==> src/rtl/mul_accumulator.sv <==
// Sums len_in products from the upstream multiplier into a wide accumulator; result valid the cycle after the final transfer.
// p_ready_out is high only in ACCUM (one product per cycle); the result is held in HOLD until acc_ready_in.
module mul_accumulator #(
  parameter int MUL_WIDTH = 8,
  parameter int ACC_WIDTH = 2*MUL_WIDTH+8,
  parameter int CNT_WIDTH = 8
) (
  input  logic                   clk_in,
  input  logic                   rst_n_in,
  input  logic                   start_in,
  input  logic [CNT_WIDTH-1:0]   len_in,
  input  logic [2*MUL_WIDTH-1:0] p_in,
  input  logic                   p_valid_in,
  output logic                   p_ready_out,
  output logic [ACC_WIDTH-1:0]   acc_out,
  output logic                   acc_valid_out,
  input  logic                   acc_ready_in,
  output logic                   busy_out,
  output logic                   ovf_out
);

  localparam int PW = 2*MUL_WIDTH;

  typedef enum logic [1:0] {
    IDLE  = 2'd0,
    ACCUM = 2'd1,
    HOLD  = 2'd2
  } state_t;

  state_t               state;
  logic [CNT_WIDTH-1:0] cnt;
  logic [CNT_WIDTH-1:0] len_q;
  logic [CNT_WIDTH-1:0] cnt_nxt;
  logic [ACC_WIDTH:0]   sum_ext;

  // One extra bit catches the carry out of the accumulator for the sticky overflow flag.
  always_comb begin
    sum_ext = {1'b0, acc_out} + {{(ACC_WIDTH+1-PW){1'b0}}, p_in};
    cnt_nxt = cnt + 1'b1;
  end

  always_ff @(posedge clk_in) begin
    if (!rst_n_in) begin
      state         <= IDLE;
      cnt           <= '0;
      len_q         <= '0;
      acc_out       <= '0;
      acc_valid_out <= 1'b0;
      p_ready_out   <= 1'b0;
      busy_out      <= 1'b0;
      ovf_out       <= 1'b0;
    end else begin
      case (state)
        IDLE: begin
          if (start_in) begin
            acc_out  <= '0;
            ovf_out  <= 1'b0;
            cnt      <= '0;
            busy_out <= 1'b1;
            if (len_in != '0) begin
              len_q       <= len_in;
              p_ready_out <= 1'b1;
              state       <= ACCUM;
            end else begin
              acc_valid_out <= 1'b1;
              state         <= HOLD;
            end
          end
        end
        ACCUM: begin
          if (p_valid_in) begin
            acc_out <= sum_ext[ACC_WIDTH-1:0];
            ovf_out <= ovf_out | sum_ext[ACC_WIDTH];
            cnt     <= cnt_nxt;
            if (cnt_nxt == len_q) begin
              p_ready_out   <= 1'b0;
              acc_valid_out <= 1'b1;
              state         <= HOLD;
            end
          end
        end
        HOLD: begin
          // acc_out and ovf_out are left alone so the last result stays readable in IDLE.
          if (acc_ready_in) begin
            acc_valid_out <= 1'b0;
            busy_out      <= 1'b0;
            state         <= IDLE;
          end
        end
        default: begin
          acc_valid_out <= 1'b0;
          p_ready_out   <= 1'b0;
          busy_out      <= 1'b0;
          state         <= IDLE;
        end
      endcase
    end
  end

endmodule

==> config.mk <==
export PLATFORM = sky130hd
export DESIGN_NAME = mul_accumulator
export DESIGN_NICKNAME = d
export VERILOG_FILES = /design/src/rtl/mul_accumulator.sv
export SDC_FILE = /design/constraint.sdc
export NUM_CORES = 1
export LEC_CHECK = 0
export BUFFER_PORTS_ARGS = -buffer_cell sky130_fd_sc_hd__buf_4
export CAP_MARGIN = 40
export CORE_MARGIN = 8
export CORE_UTILIZATION = 50
export CTS_BUF_LIST = sky130_fd_sc_hd__clkbuf_16
export DETAILED_ROUTE_END_ITERATION = 12
export PLACE_DENSITY = 0.76
export SLEW_MARGIN = 30
export SYNTH_ARGS = -nofsm -noshare
export SYNTH_HDL_FRONTEND = slang
export SYNTH_SLANG_ARGS = --single-unit
==> constraint.sdc <==
create_clock -name clk_in -period 2.5 [get_ports clk_in]
set_clock_uncertainty 0.05 [all_clocks]
set_input_delay 0.5 -clock clk_in [delete_from_list [all_inputs] [get_ports clk_in]]
set_output_delay 0.5 -clock clk_in [all_outputs]
set_load 0.01 [all_outputs]
==> results.md <==
* Vias in the first global route at 2812
* # IOs at 57
* Share of post-route cells with drive strength above 1 at 23.50%
* Final weighted congestion in routability-driven placement at 0.8153
* Router iterations before antenna repair at 4
* Slew headroom at 65.58%
* Final Hold Violating Endpoints at 0
* Cells taking the most area after synthesis: dfxtp_1 32%, ha_1 7.4%, nand2_1 5.5%
* Commonest non-fill, non-tap cell in the layout: buf_4
* Arrival time of the worst setup path at 2.52 ns
* Peak clock frequency supported by timing at 0.4250 GHz
* Type of the most critical hold path: reg -> reg
* Number of cells on the worst reg-to-reg path at 10
* Initial standard-cell utilization of the core at 52.19%
* Vias per cell at 5.642
* Max cap viols at 0
* Number of design-rule violations left by the first detailed-router iteration at 203
* Largest net degree at the start of global routing at 36
* Proportion of synthesized flip-flops having asynchronous set or reset at 0%
* Number of hold-repair buffers added at the cts stage at 0
* Number of standard cells after synthesis at 351
* Wire length of the first global-routing pass at 12.65 mm
* TritonCTS Sinks at 46
* Synth cell types at 54
* Leading area contributor after synthesis: dfxtp_1
* Total design power at 2.084 mW
* Xor and xnor area share after synthesis at 4.241%
* Overall overflow remaining after global route at 0
* Worst hold endpoint: ovf_out
* Clock-pin transition on the worst setup and hold timing paths at 0.07 ns
* Post-Synthesis Cell Area at 2892 µm²
* Kind of critical path: reg -> reg
* Final Setup Violations at 0
* IR drop worst, VDD at 320.2 µV
* Pleak at 1.608 nW
* Root Buffer: clkbuf_16
* Instance area at placement at 3576 µm²
* Worst setup EP type: flop
* Max FO, Critical Path at 9
* Top library cells by usage in the layout, fill and taps aside: 85 x buf_4, 46 x dfxtp_1, 42 x nand2_1
* Routed len/inst at 14.47 µm
* # rows at 27
* Post-synth top area share at 31.85%
* Clk Latency, worst-skew pair at 0.29 ns
* Hold-critical path depth at 2
* Post-route worst hold slack at 0.4143 ns
* Mean Syn Cell Area at 8.238 µm²
* Sequential cell area at 920.9 µm²
* Number of slew-limit violations in the final report at 0
* Final cycle utilization of the critical path at 94.12%
* Dpl ws at -0.1519 ns
* Global routing usage summed across all routing layers at 17.58%
* Data required time of the critical path at 2.67 ns
* Post-route cell area at 3726 µm²
* Pwr Density at 559.2 nW/µm²
* Highest-delay cell along the critical path: fa_2
* Detailed-route via count at 2855
* Placed cell count at 498
* Synthesized net count at 398
* Remaining antenna violation count at 0
* Total core area at 5540 µm²
* Part of the Yosys area used for sequential elements at 31.85%
* Area fraction in and, or, nand and nor cells after synthesis at 24.36%
* Share of the synthesized area in compound gates (AO/OA/AOI/OAI) at 25.62%
* Combined area of the multi-input logic cells at 1908 µm²
* NumNets Final at 480
* Final Critical Period at 2.353 ns
* Clk buf depth at 2
* Cts bufs inserted at 5
* Quantity of I/O buffers inserted on ports at 56
* Final setup slack of the worst path at 0.1469 ns
* Routed WL at 7.322 mm
* Sort of element at the start of the critical path: flop
* Number of register bits inferred by synthesis at 46
* Worst reg2reg setup slack at 0.15 ns
* Primary FF master, synth: dfxtp_1
* Buffers inserted during post-CTS setup optimization at 0
* Worst R2R End: acc_out[22]
* Final cell count without fillers at 506
* Post-synthesis mux area share at 3.159%
* Total of cells resized after clock tree synthesis at 0
* Number of inserted diodes at 0
* Number of flops mapped to enable cells by yosys at 0
* Combinational family with the most area after synthesis: compound AO/OA/AOI/OAI gates
* Tightest Pin Transition at 0.5033 ns
* Worst R2R Start: acc_out[0]
* Initial antenna violation count at 0
* Area added between synthesis and finish at 28.86%
* Fillers at 479
* Syn. warnings at 0
* Chip height at 92.05 µm
* DIE WIDTH at 92.05 µm
* Count of H-tree levels built during CTS at 2
* Clock tree from TritonCTS: yes
* Critical hold path startpoint: ovf_out
* Worst-path cell chain: ha_1 > fa_2 > a211o_1 > a21o_1 > o21ai_2 > o211ai_1 > a31oi_2 > buf_4 > o21ai_0 > a21oi_1
* Placed wire-length estimate after detailed placement at 5.613 mm
* Highest cell delay on the worst timing path at 0.36 ns
* Adder-cell share of the synthesized area at 8.048%
* Total die area at 8472 µm²
* Run status: complete, no violations
* Count of unresolved DRC violations after routing at 0
logic make-up (layout without fill, tap and decap cells):
logic type                 count (synthesis)  in the layout
and+or+nand+nor                          136            136
AOI/OAI and AO/OA                        111            111
DFF                                       46             46
adders and majority gates                 18             18
buffers and inverters                     17            100
xor gates and xnor gates                  14             14
muxes                                      9              9
sequential cells by signal (all words and copies together) (netlist names):
register and flops:
ovf_out 1, cnt 8, busy_out 1, len_q 8
p_ready_out 1, acc_valid_out 1, state 2, acc_out 24
stage by stage:
step | utilization, % | setup TNS [ns]
after global routing | 67.25 | -0.007619
after floorplan | - | 0
final | 67.25 | 0
after detailed placement | 64.54 | -0.8060
after CTS | 67.12 | 0
after global placement | 64.54 | -0.2877
cell type report:
| cell class | count | area share [%] |
|---|---|---|
| Timing Repair Buffer | 85 | 17.13 |
| Clock buffer | 5 | 3.358 |
| Sequential cell | 46 | 24.71 |
| Inverter | 7 | 0.7052 |
| Tap cell | 72 | 2.418 |
| Clock inverter | 3 | 0.4701 |
| Multi-Input combinational cell | 288 | 51.21 |
cells in the mapped netlist, drive strengths merged (3+ instances only):
| cell | n |
|---|---|
| a211oi | 5 |
| a21boi | 5 |
| a21o | 9 |
| a21oi | 29 |
| a22oi | 7 |
| a31oi | 3 |
| and2 | 7 |
| and3 | 3 |
| clkbuf | 8 |
| dfxtp | 46 |
| ha | 17 |
| inv | 7 |
| mux2i | 8 |
| nand2 | 42 |
| nand2b | 3 |
| nand3 | 14 |
| nor2 | 17 |
| nor2b | 23 |
| nor3 | 7 |
| nor4 | 3 |
| o211ai | 6 |
| o21a | 4 |
| o21ai | 23 |
| o31ai | 7 |
| or3 | 4 |
| or4 | 6 |
| xnor2 | 9 |
| xor2 | 5 |
worst max-delay path by stage:
stage,from,to,slack [ns],cells past startpoint
floorplan,p_in[0],acc_out[18],0.02,9
detailed placement,p_in[0],acc_out[22],-0.15,11
global route,acc_out[3],acc_out[11],-0.008,9
finish,acc_out[0],acc_out[22],0.15,10
global placement,p_in[0],acc_out[16],-0.07,11
CTS,acc_out[0],acc_out[22],0.11,10
worst max-delay path, delay by kind of cell (launching register included):
| family | cells | cell delay, ns |
|---|---|---|
| AOI/OAI and AO/OA | 7 | 1.15 |
| buffers and inverters | 1 | 0.17 |
| adders and majority gates | 2 | 0.57 |
| DFF | 1 | 0.32 |
power breakdown:
part           internal [mW]  total, mW  switching, mW  leakage [nW]
Combinational          0.287      0.593          0.307          1.16
Sequential             0.782      0.830         0.0488         0.374
Clock                  0.367      0.660          0.293        0.0750
routing by layer:
layer	global-route usage, %	share of wire [%]	vias to the layer above
met1	20.03	45	1321
met4	5.503	1.3	0
met2	31.17	49	67
met3	4.564	4.9	9
met5	0	0	-
li1	-	-	1458
Power figures use the tool's default switching activity.
